--- src/rtl/multiplier_pkg.sv ---
// Shared definitions for the shift-add multiplier: register widths and the
// running-sum operation selected from the control strobes.
package multiplier_pkg;

  function automatic int RS_WIDTH(input int w);
    return 2 * w + 1;
  endfunction

  function automatic int PROD_WIDTH(input int w);
    return 2 * w;
  endfunction

  typedef enum logic [1:0] {
    RS_HOLD  = 2'd0,
    RS_CLEAR = 2'd1,
    RS_LOAD  = 2'd2,
    RS_SHR   = 2'd3
  } rs_op_e;

  // Strobes never overlap in normal operation; clear wins, then load, then shift.
  function automatic rs_op_e rs_op_sel(input logic clear, input logic load, input logic shr);
    if (clear)     return RS_CLEAR;
    else if (load) return RS_LOAD;
    else if (shr)  return RS_SHR;
    else           return RS_HOLD;
  endfunction

endpackage

--- src/rtl/taint_load_reg.sv ---
// Value register with load enable and a sticky taint bit that only reset clears.
module taint_load_reg #(
  parameter int W = 4
) (
  input  logic         clk,
  input  logic         rst,
  input  logic         ld,
  input  logic         ld_t,
  input  logic [W-1:0] d,
  input  logic         d_t,
  output logic [W-1:0] q,
  output logic         q_t
);

  logic [W-1:0] q_reg;
  logic         q_t_reg;

  always_ff @(posedge clk) begin
    if (rst) begin
      q_reg   <= '0;
      q_t_reg <= 1'b0;
    end else begin
      if (ld) q_reg <= d;
      // A tainted strobe taints the register even when it does not load.
      q_t_reg <= q_t_reg | ld_t | (ld & d_t);
    end
  end

  assign q   = q_reg;
  assign q_t = q_t_reg;

endmodule

--- src/rtl/multiplier_datapath_taint_track_word.sv ---
// Shift-add multiplier datapath: operand registers, running sum with carry bit,
// and word-level sticky taint for each register.
module multiplier_datapath_taint_track_word
  import multiplier_pkg::*;
#(
  parameter int WIDTH = 4
) (
  input  logic                  clk,
  input  logic                  rst,
  input  logic [WIDTH-1:0]      multiplicandIn,
  input  logic                  multiplicandIn_t,
  input  logic [WIDTH-1:0]      multiplierIn,
  input  logic                  multiplierIn_t,
  input  logic                  mdld,
  input  logic                  mdld_t,
  input  logic                  mrld,
  input  logic                  mrld_t,
  input  logic                  rsclear,
  input  logic                  rsclear_t,
  input  logic                  rsload,
  input  logic                  rsload_t,
  input  logic                  rsshr,
  input  logic                  rsshr_t,
  output logic [WIDTH-1:0]      multiplierReg,
  output logic                  multiplierReg_t,
  output logic [2*WIDTH-1:0]    product,
  output logic                  product_t
);

  localparam int RSW = RS_WIDTH(WIDTH);
  localparam int PW  = PROD_WIDTH(WIDTH);

  logic [WIDTH-1:0] md_reg;
  logic             md_t_reg;
  logic [RSW-1:0]   rs_reg;
  logic [RSW-1:0]   rs_next;
  logic             rs_t_reg;
  rs_op_e           rs_op;

  taint_load_reg #(.W(WIDTH)) u_md (
    .clk  (clk),
    .rst  (rst),
    .ld   (mdld),
    .ld_t (mdld_t),
    .d    (multiplicandIn),
    .d_t  (multiplicandIn_t),
    .q    (md_reg),
    .q_t  (md_t_reg)
  );

  taint_load_reg #(.W(WIDTH)) u_mr (
    .clk  (clk),
    .rst  (rst),
    .ld   (mrld),
    .ld_t (mrld_t),
    .d    (multiplierIn),
    .d_t  (multiplierIn_t),
    .q    (multiplierReg),
    .q_t  (multiplierReg_t)
  );

  assign rs_op = rs_op_sel(rsclear, rsload, rsshr);

  // The upper-half add is WIDTH+1 bits wide so its carry lands in the top rs bit.
  always_comb begin
    rs_next = rs_reg;
    case (rs_op)
      RS_CLEAR: rs_next = '0;
      RS_LOAD:  rs_next = {rs_reg[RSW-1:WIDTH] + {1'b0, md_reg}, rs_reg[WIDTH-1:0]};
      RS_SHR:   rs_next = {1'b0, rs_reg[RSW-1:1]};
      default:  rs_next = rs_reg;
    endcase
  end

  always_ff @(posedge clk) begin
    if (rst) begin
      rs_reg   <= '0;
      rs_t_reg <= 1'b0;
    end else begin
      rs_reg   <= rs_next;
      // rsclear zeroes the value but deliberately leaves the taint sticky.
      rs_t_reg <= rs_t_reg | rsclear_t | rsshr_t | rsload_t | (rsload & md_t_reg);
    end
  end

  assign product   = rs_reg[PW-1:0];
  assign product_t = rs_t_reg;

endmodule

--- config.mk ---
export PLATFORM = sky130hd
export DESIGN_NAME = multiplier_datapath_taint_track_word
export DESIGN_NICKNAME = d
export VERILOG_FILES = /design/src/rtl/multiplier_pkg.sv /design/src/rtl/taint_load_reg.sv /design/src/rtl/multiplier_datapath_taint_track_word.sv
export SDC_FILE = /design/constraint.sdc
export NUM_CORES = 1
export LEC_CHECK = 0
export ABC_AREA = 1
export CORE_MARGIN = 4
export CORE_UTILIZATION = 49
export CTS_BUF_LIST = sky130_fd_sc_hd__clkbuf_4
export DETAILED_ROUTE_END_ITERATION = 8
export PLACE_DENSITY = 0.86
export SLEW_MARGIN = 40
export SYNTH_ARGS = -nofsm -noshare
export SYNTH_HDL_FRONTEND = slang
export SYNTH_SLANG_ARGS = --single-unit
--- constraint.sdc ---
create_clock -name clk -period 3.1 [get_ports clk]
set_clock_uncertainty 0.15 [all_clocks]
set_input_delay 0.465 -clock clk [delete_from_list [all_inputs] [get_ports clk]]
set_output_delay 0.465 -clock clk [all_outputs]
set_load 0.02 [all_outputs]
After elaboration in Yosys (flattened, before gate mapping)

Index checks and enable logic that the tools add are counted.

Add/sub/neg operators: 1
Eq/ne operators: 3
Mux-type cells: 4
Bitwise logic cells: 12
Reductions and logical operators: 3

Operator list:

| operator                                             | number |
|---|---|
| case mux 9 bit (3 select lines)                      | 1 |
| bitwise OR 1 bit                                     | 8 |
| 2-to-1 mux 2 bit                                     | 3 |
| adder 5 x 4 -> 5 bit                                 | 1 |
| equality test 2 bit (second input constant)          | 2 |
| AND 1 bit                                            | 3 |
| nonzero test 3 bit                                   | 1 |
| equality test 2 x 1 -> 1 bit (second input constant) | 1 |
| AND reduction 2 bit                                  | 1 |
| nonzero test 2 bit                                   | 1 |
| NOT 1 bit                                            | 1 |

Bits in registers: 20
Bits of input ports: 22
Output and inout port bits: 14

Logic depth before layout (Yosys ltp)

Gate-level depths: netlist of run 1.

Word-level depth: 6
Mapped depth: 8
Gate-level depth less buffers: 8

Cells and area by module

A second synthesis of run 1 with hierarchy kept.

Cell total of the unflattened synthesis: 157
Area total of the unflattened synthesis: 1,082.3 um^2

By module, submodules not included:

| module                               | instances | cells each | area an instance (um^2) |
|---|---|---|---|
| multiplier_datapath_taint_track_word | 1         | 97         | 664.4 |
| taint_load_reg                       | 2         | 30         | 209.0 |

Least setup slack after synthesis of run 1

No wires, ideal clock.

Path type: flip-flop to flip-flop
Start: register rs_reg[4]
End: register rs_reg[8]
Library setup time: 115 ps
Data arrival time: 1,288 ps
Slack: 1,547 ps
Cell stages (with the launch flop): 8
Buffers on the path: 0
Path through: dfxtp_1 > ha_1 > inv_1 > fa_1 > o21ai_1 > nand3_1 > nand2_1 > nor2_1

Cells in the longest elaborated chain, start to end: 2

RTL lines:

| what                            | line                                       | source |
|---|---|---|
| from (decl)                     | multiplier_datapath_taint_track_word.sv:35 | `logic [RSW-1:0] rs_reg;` |
| from (signal assigned)          | multiplier_datapath_taint_track_word.sv:80 | `rs_reg <= rs_next;` |
| adder 5 x 4 -> 5 bit            | multiplier_datapath_taint_track_word.sv:69 | `RS_LOAD: rs_next = {rs_reg[RSW-1:WIDTH] + {1'b0, md_reg}, rs_reg[WIDTH-1:0]};` |
| case mux 9 bit (3 select lines) | multiplier_datapath_taint_track_word.sv:67 | `case (rs_op)` |

Every way passes these cells.
A chain may end at the register's enable or synchronous reset.

Worst setup path after layout of run 1

Start: register rs_reg[7]
End: output port product[7]

RTL lines:

| what      | line                                       | source |
|---|---|---|
| to (decl) | multiplier_datapath_taint_track_word.sv:26 | `output logic [2*WIDTH-1:0] product,` |

No word-level cell between the ends.

==> impl_metrics.csv, run 1 <==
group,metric,value,unit
critical_path,crit_type,"flip-flop to output pin",
floorplanning,die_x,54.0,um
grt,top_usage_layer,"met2",
sta,setup_viol,0,
critical_path,r2r-end,"rs_reg[8]$_SDFFE_PP0P_",
critical_path,crit_buf_inv,1,
cells_and_area,antenna_cells,0,
critical_path,critPathTopFamily,"buffers and inverters",
floorplanning,io_pins,36,
run,drv_cap,0,
cells_and_area,n_fill_cell,165,
clocking,cts_htree_levels,1,
cells_and_area,largest_reg_flops,9,
grt,grt_first_pass_wirelength,3670,um
sta,rsz0062_at_grt,"no",
pwr,p_leak,0.590,nW
floorplanning,die_h,54.0,um
yosys,synth_area_per_cell,7.29,um^2
min_path,holdPathEnd,"rs_reg[0]$_SDFFE_PP0P_",
yosys,synth_cells,142,
cells_and_area,final_common_cell,"clkdlybuf4s50_1",
clocking,cts.reportedPaths.clkPinSlew,110,ps
grt,met3_usage,0.0471,
critical_path,rr_startpoint,"rs_reg[4]$_SDFFE_PP0P_",
sta,hold_viol,0,
detailed_routing,drc,0,
clocking,root_buffer,"clkbuf_4",
critical_path,max_stage_delay,630,ps
yosys,syn-cell-area,1030,um^2
yosys,syn-num-nets,169,
clocking,cts_made_buffers,3,
clocking,cts.repair.resized,0,
min_path,hold_class,"flip-flop to flip-flop",
yosys,yosys_warnings,0,
grt,overflow,0,
clocking,hold_buffers,0,
yosys,ys_ff_latch,20,
grt,grt_pass1_vias,963,
detailed_routing,dr.pass1.iters,6,
cells_and_area,drive_above_1_share,0.0877,
cells_and_area,fin_nets,199,
cells_and_area,area_growth_syn_to_layout,32.9,%
detailed_routing,viasPerCell,4.84,
critical_path,cp_slowest_cell,"clkdlybuf4s50_1",
pwr,p_per_area,368,nW/um^2
cells_and_area,final_cell_mix,"clkdlybuf4s50_1 (35), nor2_1 (27), nand2_1 (23)",
grt,track_usage,0.174,
clocking,clock_latency,300,ps
sta,fmax,508,MHz
sta,drv_slew,0,
detailed_routing,vias,958,
grt,grt_max_degree,14,
floorplanning,die-area,2910,um^2
critical_path,critPathMaxFanout,4,
critical_path,cp-start-kind,"flip-flop",
sta,worst_slew_pin_slew,422,ps
min_path,whs_path_depth,2,
critical_path,path_cells,"clkdlybuf4s50_1",
detailed_routing,drt_iter0_markers,9,
detailed_routing,ant_nets,0,
sta,fin_crit_sh,0.636,
detailed_routing,drt-total-wl,2180,um
pwr,peakVddDrop,0.249,mV
critical_path,critPathCaptureType,"output pin",
yosys,ys_types,22,
grt,antenna_found_initial,0,
place,port_buffers,35,
clocking,cts_setup_buffers,0,
critical_path,required,2480,ps
floorplanning,core_area,1980,um^2
sta,layout_min_cycle_time,1970,ps
detailed_routing,routedWlPerCell,11.0,um
cells_and_area,stdcell_area,1380,um^2
status,status,"finished clean",
clocking,cts_buffer_depth,2,
critical_path,r2r_slack,1380,ps
place,dpl-instance-area,1350,um^2
critical_path,reg2regPathDepth,7,
place,hpwl,1810,um
sta,fin_setup_tns,0,ps
grt,gr-usage-met2,0.313,
sta,max_slew_margin,0.718,
yosys,ys_seq_area_frac,0.387,
critical_path,worstPathArrival,1360,ps
clocking,clock_sinks,20,
grt,grt_use_met1,0.186,
clocking,cts_tree,"yes",
min_path,worstHoldStart,"rs_reg[0]$_SDFFE_PP0P_",
place,place.gp.congestion,0.838,
floorplanning,fp-row-count,16,
floorplanning,start_util,0.522,
==> through the flow <==
step / worst slack [ps] / util / hold slack, ps / power [W] / instances
floorplan: 1550 / - / 270 / 0.000335 / 142
global placement: 1290 / 0.681 / 280 / 0.000383 / 194
detailed placement: 1250 / 0.681 / 292 / 0.000387 / 194
CTS: 1090 / 0.694 / 312 / 0.000511 / 198
global route: 1060 / 0.694 / 349 / 0.000534 / 198
finish: 1130 / 0.694 / 309 / 0.000506 / 198
==> kinds of logic after synthesis <==
group	count (synthesis)	synth area share
buffers and inverters	30	0.143
AOI/OAI and AO/OA	20	0.104
adders and majority gates	5	0.0677
xor gates and xnor gates	1	0.00847
DFF	20	0.387
and+or+nand+nor	66	0.290
==> where the power goes <==
part           switching, W  internal [W]
clock             0.0000792     0.0000469
sequential       0.00000727      0.000269
combinational     0.0000515     0.0000524
total              0.000138      0.000368
==> worst max path at each step <==
| stage | from | endpoint | slack, ps | depth (start not counted) |
|---|---|---|---|---|
| floorplan | rs_reg[4]$_SDFFE_PP0P_ | rs_reg[8]$_SDFFE_PP0P_ | 1550 | 7 |
| global placement | rsclear | rs_reg[4]$_SDFFE_PP0P_ | 1290 | 8 |
| detailed placement | rsclear | rs_reg[4]$_SDFFE_PP0P_ | 1250 | 8 |
| CTS | rs_reg[7]$_SDFFE_PP0P_ | product[7] | 1090 | 1 |
| global route | rs_reg[7]$_SDFFE_PP0P_ | product[7] | 1060 | 1 |
| finish | rs_reg[7]$_SDFFE_PP0P_ | product[7] | 1130 | 1 |
==> Yosys cell counts <==
cell     number  share of area
nand3_1      10          0.048
o21ai_1       5          0.024
a21oi_1       6          0.029
xor2_1        1         0.0085
fa_1          1          0.019
nor3_4        1          0.016
o21ai_2       1         0.0085
nand4_1       1         0.0060
nor4_1        1         0.0060
buf_2         2         0.0097
o21ai_0       7          0.034
ha_1          4          0.048
buf_4         8          0.058
dfxtp_1      20           0.39
nand2_1      23          0.083
inv_4         1         0.0060
a21oi_2       1         0.0085
nor2_4        2          0.022
nor2_1       27          0.098
inv_1        14          0.051
nand2_4       1          0.011
inv_2         5          0.018
==> per-layer routing <==
metal	vias to the layer above	routed length, um
met2	26	1050
met3	2	176
met4	0	10
met1	430	942
li1	500	-
met5	-	0
==> final cells by class <==
type | instances | area, um^2 | area share
Multi-Input combinational cell | 92 | 487 | 0.354
Sequential cell | 20 | 400 | 0.291
Timing Repair Buffer | 35 | 350 | 0.255
Inverter | 20 | 77.6 | 0.0564
Tap cell | 27 | 33.8 | 0.0246
Clock buffer | 3 | 22.5 | 0.0164
Clock inverter | 1 | 3.75 | 0.00273
(Power assumes the default switching activity.)
==> inputs of run 2 (changes only) <==
--- a/config.mk
+++ b/config.mk
@@ -7,10 +7,10 @@
 export LEC_CHECK = 0
 export ABC_AREA = 1
 export CORE_MARGIN = 4
-export CORE_UTILIZATION = 49
+export CORE_UTILIZATION = 41
 export CTS_BUF_LIST = sky130_fd_sc_hd__clkbuf_4
 export DETAILED_ROUTE_END_ITERATION = 8
-export PLACE_DENSITY = 0.86
+export PLACE_DENSITY = 0.77
 export SLEW_MARGIN = 40
 export SYNTH_ARGS = -nofsm -noshare
 export SYNTH_HDL_FRONTEND = slang
==> constraint.sdc (replaced) <==
create_clock -name clk -period 1.6 [get_ports clk]
set_clock_uncertainty 0.15 [all_clocks]
set_input_delay 0.24 -clock clk [delete_from_list [all_inputs] [get_ports clk]]
set_output_delay 0.24 -clock clk [all_outputs]
set_load 0.02 [all_outputs]
==> impl_metrics.csv, run 2 (synthesis results as in run 1) <==
group,metric,value,unit
cells_and_area,drive_above_1_share,0.169,
cells_and_area,final_common_cell,"nor2_1",
clocking,cts_htree_levels,1,
floorplanning,fp-row-count,17,
grt,antenna_found_initial,0,
sta,drv_slew,0,
floorplanning,die_x,58.2,um
clocking,cts.reportedPaths.clkPinSlew,100,ps
detailed_routing,viasPerCell,4.83,
critical_path,r2r-end,"rs_reg[8]$_SDFFE_PP0P_",
clocking,cts_tree,"yes",
sta,max_slew_margin,0.815,
clocking,cts_made_buffers,3,
sta,fin_setup_tns,0,ps
detailed_routing,drt_iter0_markers,31,
critical_path,critPathMaxFanout,2,
critical_path,worstPathArrival,1610,ps
cells_and_area,largest_reg_flops,9,
grt,gr-usage-met2,0.255,
critical_path,crit_type,"flip-flop to flip-flop",
floorplanning,io_pins,36,
cells_and_area,stdcell_area,1430,um^2
critical_path,r2r_slack,40,ps
detailed_routing,routedWlPerCell,11.8,um
critical_path,rr_startpoint,"rs_reg[4]$_SDFFE_PP0P_",
cells_and_area,fin_nets,207,
place,dp_cells,201,
detailed_routing,drt-total-wl,2420,um
place,place.gp.congestion,0.854,
critical_path,cp_slowest_cell,"fa_2",
critical_path,required,1650,ps
critical_path,max_stage_delay,400,ps
critical_path,crit_buf_inv,1,
cells_and_area,final_cells,206,
critical_path,cp-start-kind,"flip-flop",
grt,top_usage_layer,"met2",
place,dpl-instance-area,1400,um^2
clocking,clock_latency,290,ps
sta,fin_crit_sh,0.974,
critical_path,path_cells,"ha_4 -> inv_2 -> fa_2 -> o21ai_2 -> nand3_1 -> nand2_1 -> nor2_1",
status,status,"finished clean",
critical_path,critPathCaptureType,"flip-flop",
detailed_routing,dr.pass1.iters,4,
sta,worst_slew_pin_slew,277,ps
cells_and_area,antenna_cells,0,
grt,grt_pass1_vias,987,
floorplanning,start_util,0.450,
min_path,hold_class,"flip-flop to flip-flop",
grt,grt_max_degree,14,
critical_path,critPathTopFamily,"adder cells",
min_path,whs_path_depth,2,
clocking,clock_sinks,20,
min_path,worstHoldStart,"rs_reg[0]$_SDFFE_PP0P_",
floorplanning,die_h,58.2,um
cells_and_area,area_growth_syn_to_layout,38.5,%
pwr,peakVddDrop,0.530,mV
sta,layout_min_cycle_time,1560,ps
detailed_routing,vias,996,
detailed_routing,drc,0,
sta,hold_viol,0,
cells_and_area,final_cell_mix,"nor2_1 (27), nand2_1 (23), clkdlybuf4s50_1 (21)",
grt,grt_use_met1,0.176,
pwr,p_per_area,678,nW/um^2
floorplanning,die-area,3390,um^2
run,drv_cap,0,
place,hpwl,1870,um
floorplanning,core_area,2300,um^2
place,port_buffers,35,
min_path,holdPathEnd,"rs_reg[0]$_SDFFE_PP0P_",
pwr,p_leak,0.683,nW
critical_path,reg2regPathDepth,7,
sta,fmax,642,MHz
grt,grt_first_pass_wirelength,4130,um
sta,whs,304,ps
grt,track_usage,0.153,
grt,met3_usage,0.0646,
sta,setup_viol,0,
grt,overflow,0,
detailed_routing,ant_nets,0,
clocking,cts_buffer_depth,2,
clocking,root_buffer,"clkbuf_4",
==> run 2: repair_timing <==
| item | 4_1_cts | 5_1_grt |
|---|---|---|
| endpoints found under the setup margin | 14 | 2 |
| hold buffers | 0 | 0 |
| resized for setup | 14 | 9 |
| pin swaps | 0 | 4 |
| buffers inserted | 0 | 2 |
==> run 2: final cells by class <==
cell class,count,area [um^2]
repair buffers,43,389
flip-flops and latches,20,403
well taps,28,35.0
fillers,218,865
multi-input cells,92,505
clock buffers,3,22.5
inverters,20,77.6
==> run 2: worst reg2reg max path, stage by stage (launching register included) <==
cell     delay [ps]
dfxtp_2         370
ha_4            140
inv_2            40
fa_2            400
o21ai_2         160
nand3_1         100
nand2_1          70
nor2_1           40
==> run 2: worst max-delay path by stage <==
stage                                 from                endpoint  slack [ps]  depth (start not counted)
floorplan           rs_reg[4]$_SDFFE_PP0P_  rs_reg[8]$_SDFFE_PP0P_          50                          7
global placement                    rsload  rs_reg[5]$_SDFFE_PP0P_          -7                          9
detailed placement                  rsload  rs_reg[5]$_SDFFE_PP0P_         -20                          9
CTS                 rs_reg[4]$_SDFFE_PP0P_  rs_reg[8]$_SDFFE_PP0P_           9                          7
global route        rs_reg[4]$_SDFFE_PP0P_  rs_reg[8]$_SDFFE_PP0P_         -60                          7
finish              rs_reg[4]$_SDFFE_PP0P_  rs_reg[8]$_SDFFE_PP0P_          40                          7
==> run 2: power by group <==
group          internal (W)  switching, W
Combinational      0.000100      0.000104
Clock             0.0000876      0.000143
Sequential         0.000521     0.0000146
Total              0.000709      0.000262
==> run 2: per-stage QoR <==
stage | power [W] | utilization | setup WS, ps
finish | 0.000971 | 0.624 | 41.9
global placement | 0.000751 | 0.607 | -7.33
global route | 0.00103 | 0.624 | -55.6
floorplan | 0.000649 | - | 47.2
detailed placement | 0.000756 | 0.607 | -24.6
CTS | 0.000984 | 0.609 | 8.85
==> run 2: layer usage <==
| metal | up-vias | part of all wire | wire [um] |
|---|---|---|---|
| met5 | - | 0 | 0 |
| met4 | 0 | 0.0095 | 23 |
| met3 | 4 | 0.091 | 220 |
| met2 | 35 | 0.49 | 1180 |
| met1 | 445 | 0.41 | 1000 |
| li1 | 512 | - | - |
